===== src/rtl/scenery_scheduler.sv =====
// scenery_scheduler
//
// Frame-driven controller for the roadside scenery. Four slots are spawned at the
// top of the screen at pseudo-random verge positions. Each slot scrolls down at road
// speed and is retired once it passes the bottom of the screen. A level-up request
// first drains the screen. It then toggles newLevel, which switches background_mux
// between the tree/house set and the cactus/rock set.
//
// Ports:
//   clk           system clock
//   resetN        synchronous, active-low reset
//   startOfFrame  one-cycle pulse per video frame
//   speed[3:0]    unsigned scroll step, pixels per frame
//   pause         freezes all frame activity (scroll, timers, LFSR)
//   levelUpReq    one-cycle level-change request (honoured only in RUN)
//   newLevel      0 = trees/houses, 1 = cactus/rocks
//   levelAck      one-cycle pulse when a level swap completes
//   slotActive    per-slot drawing enable
//   slotX         per-slot unsigned top-left X
//   slotY         per-slot signed top-left Y (11-bit two's complement)

module scenery_scheduler #(
    parameter int          SCREEN_H          = 480,
    parameter int          SPAWN_Y           = -64,
    parameter int          SPAWN_INTERVAL    = 32,
    parameter int          TRANSITION_FRAMES = 64,
    parameter int          LEFT_X            = 8,
    parameter int          RIGHT_X           = 560,
    parameter logic [15:0] LFSR_SEED         = 16'hACE1
) (
    input  logic             clk,
    input  logic             resetN,
    input  logic             startOfFrame,
    input  logic [3:0]       speed,
    input  logic             pause,
    input  logic             levelUpReq,
    output logic             newLevel,
    output logic             levelAck,
    output logic [3:0]       slotActive,
    output logic [3:0][10:0] slotX,
    output logic [3:0][10:0] slotY
);

    localparam int TimerW = (SPAWN_INTERVAL > 1) ? $clog2(SPAWN_INTERVAL) : 1;
    localparam int DrainW = (TRANSITION_FRAMES > 1) ? $clog2(TRANSITION_FRAMES) : 1;

    localparam logic [TimerW-1:0]  TimerLast = TimerW'(SPAWN_INTERVAL - 1);
    localparam logic [DrainW-1:0]  DrainLast = DrainW'(TRANSITION_FRAMES - 1);
    localparam logic signed [10:0] ScreenH   = 11'(SCREEN_H);
    localparam logic [10:0]        SpawnY    = 11'(SPAWN_Y);
    localparam logic [10:0]        LeftX     = 11'(LEFT_X);
    localparam logic [10:0]        RightX    = 11'(RIGHT_X);

    typedef enum logic [1:0] {
        StRun,
        StDrain,
        StSwap
    } state_e;

    state_e            state_q, state_d;
    logic [15:0]       lfsr_q, lfsr_d;
    logic [TimerW-1:0] spawn_timer_q, spawn_timer_d;
    logic [DrainW-1:0] drain_cnt_q, drain_cnt_d;
    logic              new_level_d;
    logic              level_ack_d;
    logic [3:0]        active_d;
    logic [3:0][10:0]  x_d;
    logic [3:0][10:0]  y_d;

    logic              frame_evt;
    logic              lfsr_fb;
    logic [3:0]        scr_active;
    logic [3:0][10:0]  scr_y;
    logic              free_found;
    logic [1:0]        free_idx;
    logic [10:0]       spawn_x;

    // pause masks the frame pulse completely, so nothing below ever sees it
    assign frame_evt = startOfFrame & ~pause;
    assign lfsr_fb   = lfsr_q[15] ^ lfsr_q[13] ^ lfsr_q[12] ^ lfsr_q[10];

    // Scrolled view of the slots for this frame, with retirements already applied.
    always_comb begin
        scr_active = slotActive;
        scr_y      = slotY;
        for (int i = 0; i < 4; i++) begin
            if (slotActive[i]) begin
                scr_y[i] = slotY[i] + {7'd0, speed};
                if ($signed(scr_y[i]) >= ScreenH) begin
                    scr_active[i] = 1'b0;
                end
            end
        end
    end

    // Lowest-index slot that is free after this frame's retirements.
    always_comb begin
        free_found = 1'b0;
        free_idx   = 2'd0;
        for (int i = 3; i >= 0; i--) begin
            if (!scr_active[i]) begin
                free_found = 1'b1;
                free_idx   = 2'(i);
            end
        end
    end

    // Spawn position uses the LFSR value held before this frame's step.
    assign spawn_x = (free_idx[0] ? RightX : LeftX) + {5'd0, lfsr_q[5:0]};

    always_comb begin
        state_d       = state_q;
        lfsr_d        = lfsr_q;
        spawn_timer_d = spawn_timer_q;
        drain_cnt_d   = drain_cnt_q;
        new_level_d   = newLevel;
        level_ack_d   = 1'b0;
        active_d      = slotActive;
        x_d           = slotX;
        y_d           = slotY;

        if (frame_evt) begin
            lfsr_d = {lfsr_q[14:0], lfsr_fb};
        end

        unique case (state_q)
            StRun: begin
                if (frame_evt) begin
                    active_d = scr_active;
                    y_d      = scr_y;
                    if (spawn_timer_q == TimerLast) begin
                        // With no free slot the timer parks here and retries next frame.
                        if (free_found) begin
                            active_d[free_idx] = 1'b1;
                            x_d[free_idx]      = spawn_x;
                            y_d[free_idx]      = SpawnY;
                            spawn_timer_d      = '0;
                        end
                    end else begin
                        spawn_timer_d = spawn_timer_q + TimerW'(1);
                    end
                end
                // A request arriving with a frame event still gets the RUN update above.
                if (levelUpReq) begin
                    state_d = StDrain;
                end
            end

            StDrain: begin
                if (frame_evt) begin
                    active_d = scr_active;
                    y_d      = scr_y;
                    if (scr_active == 4'b0000) begin
                        state_d = StSwap;
                    end else if (drain_cnt_q == DrainLast) begin
                        // Timed out: drop whatever is still on screen.
                        active_d = 4'b0000;
                        state_d  = StSwap;
                    end else begin
                        drain_cnt_d = drain_cnt_q + DrainW'(1);
                    end
                end
            end

            StSwap: begin
                new_level_d   = ~newLevel;
                level_ack_d   = 1'b1;
                spawn_timer_d = '0;
                drain_cnt_d   = '0;
                state_d       = StRun;
            end

            default: begin
                state_d = StRun;
            end
        endcase
    end

    always_ff @(posedge clk) begin
        if (!resetN) begin
            state_q       <= StRun;
            lfsr_q        <= LFSR_SEED;
            spawn_timer_q <= '0;
            drain_cnt_q   <= '0;
            newLevel      <= 1'b0;
            levelAck      <= 1'b0;
            slotActive    <= '0;
            slotX         <= '0;
            slotY         <= '0;
        end else begin
            state_q       <= state_d;
            lfsr_q        <= lfsr_d;
            spawn_timer_q <= spawn_timer_d;
            drain_cnt_q   <= drain_cnt_d;
            newLevel      <= new_level_d;
            levelAck      <= level_ack_d;
            slotActive    <= active_d;
            slotX         <= x_d;
            slotY         <= y_d;
        end
    end

endmodule


===== config.mk =====
export PLATFORM = sky130hd
export DESIGN_NAME = scenery_scheduler
export DESIGN_NICKNAME = d
export VERILOG_FILES = /design/src/rtl/scenery_scheduler.sv
export SDC_FILE = /design/constraint.sdc
export NUM_CORES = 1
export LEC_CHECK = 0
export ABC_CLOCK_PERIOD_IN_PS = 11100
export BUFFER_PORTS_ARGS = -buffer_cell sky130_fd_sc_hd__buf_2
export CORE_MARGIN = 2
export CORE_UTILIZATION = 45
export DETAILED_ROUTE_END_ITERATION = 6
export GPL_TIMING_DRIVEN = 0
export PLACE_DENSITY_LB_ADDON = 0.12
export SETUP_SLACK_MARGIN = 0.02
export SLEW_MARGIN = 10
export SYNTH_ARGS = -nofsm -noshare
export SYNTH_HDL_FRONTEND = slang
export SYNTH_SLANG_ARGS = --single-unit

===== constraint.sdc =====
create_clock -name clk -period 11.1 [get_ports clk]
set_clock_uncertainty 0.15 [all_clocks]
set_input_delay 0.555 -clock clk [delete_from_list [all_inputs] [get_ports clk]]
set_output_delay 0.555 -clock clk [all_outputs]
set_load 0.01 [all_outputs]

; After elaboration in Yosys (flattened, before gate mapping)
; Index checks and enable logic that the tools add are counted.
[classes]
n_lt_le_gt_ge = 6
mux = 52
eq_ne = 11
n_addsub = 7
reduce_logical = 11
shift = 0
bitwise = 10
n_mul = 0
div = 0
[ops]
columns = cell, count
row1 = $mux W44, 4
row2 = $pmux W44 S2, 1
row3 = $mux W11, 5
row4 = $add A11 B4 Y11, 4
row5 = $bwmux W44, 1
row6 = $ge A11 B10 Y1 const B, 4
row7 = $and A24 B24 Y24, 1
row8 = $mux W4, 6
row9 = $not A24 Y24, 1
row10 = $demux W11 S2, 1
row11 = $or A20 B20 Y20, 1
row12 = $mux W6, 3
row13 = $mux W2, 8
row14 = $mux W5, 3
row15 = $mux W1, 14
row16 = $pmux W6 S2, 1
row17 = $add A10 B6 Y11, 1
row18 = $mux W10, 1
row19 = $ne A2 B2 Y1 const B, 5
row20 = $pmux W5 S2, 1
row21 = $reduce_and A3 Y1, 3
row22 = $pmux W4 S2, 1
row23 = $reduce_and A4 Y1, 2
row24 = $add A6 B1 Y6 const B, 1
row25 = other kinds (18), 24
[totals]
reg_bits = 123
mem_count = 0
elab_cells = 112
mem_bits_ro = 0
latchBits = 0
output_inout_bits = 94
mem_bits_rw = 0

; Depth between registers and ports, before layout
; Gate-level depths: netlist of run 1.
[logic_depth]
ltp_word = 18
mapped_depth = 17
ltp_nobuf = 17

; Least setup slack after synthesis of run 1
; Ideal clock, no wire load.
[synth_timing]
kind = input port to flip-flop
start = input speed[0]
end = register slotX[5] in the netlist's numbering
arrival_time_ps = 3738
required_time_ps = 10880
setup_time_ps = 70
path_slack_ps = 7141
stages = 17
cell_sequence = ha_1 inv_1 fa_1 nand2b_1 or4_1 o221a_1 o311ai_2 nor2_1 nand2_1 a21oi_1 inv_1 ha_1 inv_1 fa_1 xnor2_1 nand2_1 a21oi_1
[synth_between]
elab_chain_len = 13
elab_cells_between_ends = 33
cone_classes = add/sub (5) / order compare (6) / mux (20) / reduce/logical (2)
[synth_rtl]
columns = item, line_no
row1 = from (decl), 34  ; input logic [3:0] speed,
row2 = $add A11 B4 Y11, 88  ; scr_y[i] = slotY[i] + {7'd0, speed};
row3 = $ge A11 B10 Y1, 89  ; if ($signed(scr_y[i]) >= ScreenH) begin
row4 = $mux W1, 89
row5 = $mux W1, 87  ; if (slotActive[i]) begin
row6 = $mux W2 (3 in series), 101  ; if (!scr_active[i]) begin
row7 = $mux W2 *, 101
row8 = named net free_idx[0], 75  ; logic [1:0] free_idx;
row9 = "parallel branches: the longest is 4 deep, another holds $add A10 B6 Y11", -
row10 = $bwmux W44 *, 135  ; x_d[free_idx] = spawn_x;
row11 = to (signal assigned), 188  ; slotX <= '0;
row12 = to (signal assigned), 198  ; slotX <= x_d;
row13 = to (decl), 40  ; output logic [3:0][10:0] slotX,
; Mark *: on every way through the listed nets, which the timed path passes.
; A chain may end at the register's enable or synchronous reset.

; Worst setup path in the final report of run 1
[layout_timing]
start = register slotY[22] in the netlist's numbering
end = register slotX[5] in the netlist's numbering
[layout_between]
elab_chain_len = 12
elab_cells_between_ends = 19
cone_classes = add/sub (2) / order compare (3) / mux (12) / reduce/logical (2)
[layout_rtl]
columns = item, line_no
row1 = from (decl), 41  ; output logic [3:0][10:0] slotY
row2 = from (signal assigned), 199  ; slotY <= y_d;
row3 = $add A11 B4 Y11 *, 88
row4 = $ge A11 B10 Y1 *, 89
row5 = $mux W1 *, 89
row6 = $mux W1 *, 87
row7 = $mux W2 * (3 in series), 101
row8 = named net free_idx[0], 75
row9 = "parallel branches: the longest is 4 deep, another holds $add A10 B6 Y11", -
row10 = $bwmux W44 *, 135
; Marked as above.

==> reports/metrics.cfg, run 1 <==
[outcome]
outcome = completed

[cts]
cts_root_buf = clkbuf_16
cts_max_path_buffers = 2
cts_tree = done
clock-sinks = 111
clkLatencyLatePin_ns = 0.35
numCtsBuffers = 9
cts_resized = 0
cts_setup_buffers = 0
htree_levels = 3
clkTransAtPathRegs_ns = 0.08
cts-hold-fix-buffers = 0

[synth]
ys_top_cells_by_count = dfxtp_1, nand2_1, nor2_1
yosysUniqueCellTypes = 76
synth-main-ff-cell = dfxtp_1
ys_seq_area_share_pct = 38.2
synth-edff-count = 0
syn-instance-count = 691
ys_seq_elements = 111
yosys_warnings = 0
yosysTopAreaCellShare_pct = 38.2
synth_top_area_cell = dfxtp_1
async_reset_ff_share_pct = 0
avgSynthCellArea_um2 = 8.42
syn_area_um2 = 5820
yosysMostFrequentCell = dfxtp_1
netlist_top_cells_area = dfxtp_1, nand2_1, a21oi_1

[setup_path]
crit_path_end_kind = flip-flop
crit_required_ns = 11.23
arrival_ns = 4.54
reg2reg_slack_ns = 6.69
startpoint_type = flip-flop
crit_fanout = 4
path_class = flip-flop to flip-flop

[placement]
dp_slack_ns = 6.34
routabilityCongestion = 0.946
port_buffers = 89
place_hpwl_mm = 11.8
post-place-cells = 963

[global_route]
grt_antenna_before_repair = 0
grt_use_total_pct = 22.4
grt_pass1_wl_mm = 25.0
grt_pass1_vias = 4879
grt_max_degree = 20
grt_overflow_total = 0

[routing]
wl_met3_um = 704
vias = 5410
wirelength_mm = 15.6
drc = 0
wl_per_cell_um = 15.9
ant_nets = 0
initialDrtViolationCount = 333
routed-wl-met2_mm = 7.22
highest_layer = met4
viasPerCell = 5.53
firstDrtPassIters = 5
wl_met1_mm = 7.41

[cells_and_area]
area_growth_pct = 17.2
fin_cells = 978
fin_nets = 838
drive_gt1_share_pct = 17.2
diodes = 0

[power]
pwr-share-seq_pct = 51.3
p_int_mw = 0.601
swShare_pct = 24.7
power.density_nw_per_um2 = 117
leakagePower_nw = 3.08
p_clk_share_pct = 41.8
power_frac_comb_pct = 6.9
ir_drop_mv = 0.0862
p_switching_mw = 0.197

[floorplan]
initial_core_util_pct = 46.1
die_h_um = 118
io_pins = 103
rows = 41
fp.coreArea_um2 = 12600
fp.dieArea_um2 = 13900
dieWidth_um = 118

[sta]
fin_ws_ns = 6.69
hold_viol = 0
tightestPinTransition_ns = 0.677
finalMaxSlewViolations = 0
min_period_ns = 4.41
setup_viol = 0
period_share_pct = 39.7
setup_tns_ns = 0
slew_headroom_pct = 54.8
max_freq_ghz = 0.227
rsz0062_at_grt = false

[run]
drv_cap = 0

[hold_path]
hp-class = flip-flop to flip-flop

==> power by group through the flow <==
stage	logic, mW	clock network, mW	registers [mW]
final	0.0549	0.334	0.409
after global placement	0.0532	0	0.419
after floorplan	0.0385	0	0.418
after CTS	0.0547	0.342	0.409
after global routing	0.0606	0.359	0.410
after detailed placement	0.0545	0	0.419
==> critical path, cell delays in order (launching register included) <==
cell      delay, ns
dfxtp_1        0.37
ha_1           0.21
inv_1          0.06
fa_1           0.40
nand2b_1       0.20
or4_1          0.49
o221a_1        0.25
o311ai_2       0.40
nor2_1         0.21
nand2_1        0.13
a21oi_1        0.15
inv_1          0.14
ha_1           0.17
inv_1          0.05
fa_1           0.37
xnor2_1        0.34
nand2_1        0.10
a21oi_1        0.15
==> cell families after synthesis <==
| kind of cell | count (synthesis) | synth area share (%) |
|---|---|---|
| adders and majority gates | 27 | 6.45 |
| buffers and inverters | 66 | 5.33 |
| xor gates and xnor gates | 25 | 3.76 |
| DFF | 111 | 38.2 |
| muxes | 21 | 3.61 |
| and+or+nand+nor | 275 | 22.6 |
| other | 1 | 0.0645 |
| AOI/OAI and AO/OA | 165 | 20.0 |
==> layout make-up <==
| class | count | area, um^2 |
|---|---|---|
| fillers | 1255 | 5800 |
| multi-input cells | 525 | 3330 |
| flip-flops and latches | 111 | 2220 |
| repair buffers | 89 | 445 |
| clock buffers | 9 | 225 |
| plain buffers | 41 | 216 |
| well taps | 172 | 215 |
| inverters | 25 | 93.8 |
| clock inverters | 6 | 76.3 |
==> state kept, by name, summed over array words and instances (netlist names) <==
| name | cells |
|---|---|
| slotX | 32 |
| state_q | 2 |
| slotActive | 4 |
| levelAck | 1 |
| slotY | 44 |
| spawn_timer_q | 5 |
| newLevel | 1 |
| drain_cnt_q | 6 |
| lfsr_q | 16 |
==> layout by cell type (no fill, tap or decap), drive strengths merged, types with 13 or more instances in the layout <==
cell    synthesis  final
dfxtp         111    111
buf            22    111
nand2          96     96
nor2           64     64
a21oi          58     58
nand3          29     29
inv            25     29
clkbuf         19     28
ha             22     22
mux2i          21     21
nand2b         18     18
o21ai          17     17
and3           15     15
xor2           13     13
nor3           13     13
==> routing by layer <==
metal | up-vias | track usage (%)
li1 | 2665 | -
met1 | 2581 | 30.3
met2 | 150 | 36.4
met3 | 14 | 4.22
met4 | 0 | 6.70
met5 | - | 0
==> path summary, 6_finish.rpt <==
kind,from,depth (start not counted),end
max,slotY[22],17,slotX[5]
max reg2reg,slotY[22],17,slotX[5]
min reg2reg,slotX[42],2,slotX[42]
min,slotX[42],2,slotX[42]
==> metrics by stage <==
stage / cell area [um^2] / hold WS, ns / utilization [%] / total power [mW]
floorplan: 5860 / 0.282 / - / 0.456
global placement: 6520 / 0.285 / 51.7 / 0.472
detailed placement: 6520 / 0.288 / 51.7 / 0.473
CTS: 6820 / 0.299 / 54.1 / 0.806
global route: 6820 / 0.322 / 54.1 / 0.830
finish: 6820 / 0.295 / 54.1 / 0.798
Note: power is estimated with default switching activity, not from simulation.
==> inputs of run 2 (changes only) <==
--- a/config.mk
+++ b/config.mk
@@ -5,7 +5,7 @@
 export SDC_FILE = /design/constraint.sdc
 export NUM_CORES = 1
 export LEC_CHECK = 0
-export ABC_CLOCK_PERIOD_IN_PS = 11100
+export ABC_CLOCK_PERIOD_IN_PS = 3700
 export BUFFER_PORTS_ARGS = -buffer_cell sky130_fd_sc_hd__buf_2
 export CORE_MARGIN = 2
 export CORE_UTILIZATION = 45
==> constraint.sdc (replaced) <==
create_clock -name clk -period 3.7 [get_ports clk]
set_clock_uncertainty 0.15 [all_clocks]
set_input_delay 0.185 -clock clk [delete_from_list [all_inputs] [get_ports clk]]
set_output_delay 0.185 -clock clk [all_outputs]
set_load 0.01 [all_outputs]
==> reports/metrics.cfg, run 2 (synthesis gave the netlist of run 1 again) <==
[sta]
period_share_pct = 98.2  ; +58 points
setup_viol = 0  ; unchanged
rsz0062_at_grt = true
min_period_ns = 3.63  ; -0.777 ns
finalMaxSlewViolations = 0  ; unchanged
max_freq_ghz = 0.275  ; +21%
fin_ws_ns = 0.0657  ; -6.62 ns
hold_viol = 0  ; unchanged
slew_headroom_pct = 54.3  ; -0.51 points
tightestPinTransition_ns = 0.680  ; +0.00242 ns

[global_route]
grt_overflow_total = 0  ; unchanged
top_usage_layer = met2
met1_usage_pct = 30.7  ; +0.41 points
grt_antenna_before_repair = 0  ; unchanged
grtUsageMet3_pct = 4.80  ; +0.58 points
grt_util_met2_pct = 37.7  ; +1.3 points
grt_pass1_vias = 5104  ; +4.6%
grt_pass1_wl_mm = 26.1  ; +4.2%
grt_max_degree = 19  ; -5.0%
grt_use_total_pct = 23.0  ; +0.59 points

[floorplan]
fp.dieArea_um2 = 13900  ; unchanged
rows = 41  ; unchanged
fp.coreArea_um2 = 12600  ; unchanged
dieWidth_um = 118  ; unchanged
initial_core_util_pct = 46.1  ; unchanged
io_pins = 103  ; unchanged
die_h_um = 118  ; unchanged

[power]
ir_drop_mv = 0.257  ; +200%
leakagePower_nw = 3.19  ; +3.8%
finalPower_mw = 2.40  ; +200%
power.density_nw_per_um2 = 338  ; +190%

[cts]
clock-sinks = 111  ; unchanged
cts_root_buf = clkbuf_16
clkTransAtPathRegs_ns = 0.07  ; about the same
cts_max_path_buffers = 2  ; unchanged
htree_levels = 3  ; unchanged
numCtsBuffers = 9  ; unchanged
clkLatencyLatePin_ns = 0.35  ; about the same
cts_tree = done

[setup_path]
path_cells = ha_4, inv_2, fa_2, nand2b_4, or4_4, o221a_1, o311ai_4, nor2_4, nand2_2, a21oi_4, inv_2, ha_4, inv_2, fa_2, inv_2, mux2i_1, nor2_1
startpoint_type = flip-flop
setup.worst_path.start = slotY[22]
arrival_ns = 3.71  ; -0.83 ns
slowest_stage = fa_2
r2r-start = slotY[22]
crit_path_end_kind = flip-flop
crit_required_ns = 3.78  ; -7.45 ns
path_class = flip-flop to flip-flop
slowest_delay_ns = 0.57  ; +0.08 ns
crit_top_cell = inv_2
crit_fanout = 3  ; -1

[cells_and_area]
diodes = 0  ; unchanged
largest_reg_flops = 44  ; unchanged
fillers = 1204  ; -4.1%
drive_gt1_share_pct = 22.0  ; +4.8 points
layout_common_cells = dfxtp_1, buf_2, nand2_1, nor2_1, a21oi_1
area_growth_pct = 22.1
largestRegisters = slotY: 44 flops, slotX: 32 flops, lfsr_q: 16 flops
final_util_pct = 56.3  ; +2.2 points
fin_nets = 857  ; +2.3%
regMostFlops = slotY
multiInputGateArea_um2 = 3470  ; +4.2%
layout_commonest_cell = dfxtp_1
seqCellArea_um2 = 2220  ; about the same
fin_area_um2 = 7100  ; +4.1%

[placement]
routabilityCongestion = 0.893  ; -5.6%
placed_cell_area_um2 = 6530  ; +0.21%
port_buffers = 89  ; unchanged
dp_slack_ns = -0.550  ; -6.89 ns
place_hpwl_mm = 11.6  ; -1.3%

[routing]
wirelength_mm = 15.9  ; +2.3%
initialDrtViolationCount = 332  ; -0.30%
drc = 0  ; unchanged
viasPerCell = 5.48  ; -0.92%
firstDrtPassIters = 4  ; -1
wl_per_cell_um = 15.9  ; +0.23%
vias = 5470  ; +1.1%
ant_nets = 0  ; unchanged

[hold_path]
worstHoldStart = startOfFrame
hp-class = input pin to flip-flop

[outcome]
outcome = completed

[run]
drv_cap = 0  ; unchanged

[run 2: cell count changes in the layout (fill, tap and decap cells not counted), moves of 3 or more]
cell	before	now
buf_4	13	31
inv_1	24	20
inv_2	1	5
a21oi_1	57	54
nand2_1	94	91
nand2_2	2	5
[run 2: final timing paths]
check / depth (start not counted) / end / slack, ns
worst min-delay path: 4 / state_q[1] / 0.15
worst max register to register: 17 / slotX[26] / 0.07
worst min register to register: 2 / slotX[42] / 0.29
worst max-delay path: 17 / slotX[26] / 0.07
[run 2: layout make-up]
class / count / share of cell area, %
clock inverters: 5 / 0.899
well taps: 172 / 3.03
clock buffers: 11 / 3.28
flip-flops and latches: 111 / 31.3
multi-input cells: 525 / 48.8
inverters: 25 / 1.32
repair buffers: 108 / 8.32
plain buffers: 41 / 3.05
[run 2: report_power, final]
| group | total (mW) | switching [mW] | internal [mW] |
|---|---|---|---|
| Combinational | 0.182 | 0.113 | 0.0694 |
| Clock | 0.989 | 0.455 | 0.534 |
| Sequential | 1.23 | 0.0183 | 1.21 |
[run 2: what timing repair did]
| action | 4_1_cts | 5_1_grt |
|---|---|---|
| hold buffers | 1 | 0 |
| pin swaps | 8 | 11 |
| buffers inserted | 9 | 9 |
| gates resized for setup | 18 | 10 |
| endpoints found under the hold margin | 1 | 0 |
| endpoints found under the setup margin | 16 | 12 |
[run 2: metal layers]
metal | share of wire (%) | up-vias
met4 | 1.3 | 0
li1 | - | 2686
met1 | 45 | 2623
met3 | 5.0 | 15
met2 | 48 | 146
met5 | 0 | -
[run 2: worst max-delay path: cells and delay by family, from the launching register on]
family | cells | cell delay, ns
flip-flops | 1 | 0.35
adder cells (fa/ha/maj) | 4 | 1.19
multiplexers | 1 | 0.12
buffers and inverters | 4 | 0.20
AO/OA/AOI/OAI | 3 | 0.67
AND/OR/NAND/NOR | 5 | 0.84
[run 2: through the flow]
stage | setup TNS, ns | cells | hold slack (ns)
5_1_grt | -0.109 | 998 | 0.190
2_1_floorplan | 0 | 702 | 0.198
6_report | 0 | 998 | 0.146
4_1_cts | -0.0323 | 989 | 0.146
3_5_place_dp | -4.78 | 963 | 0.288
3_3_place_gp | -3.90 | 963 | 0.285
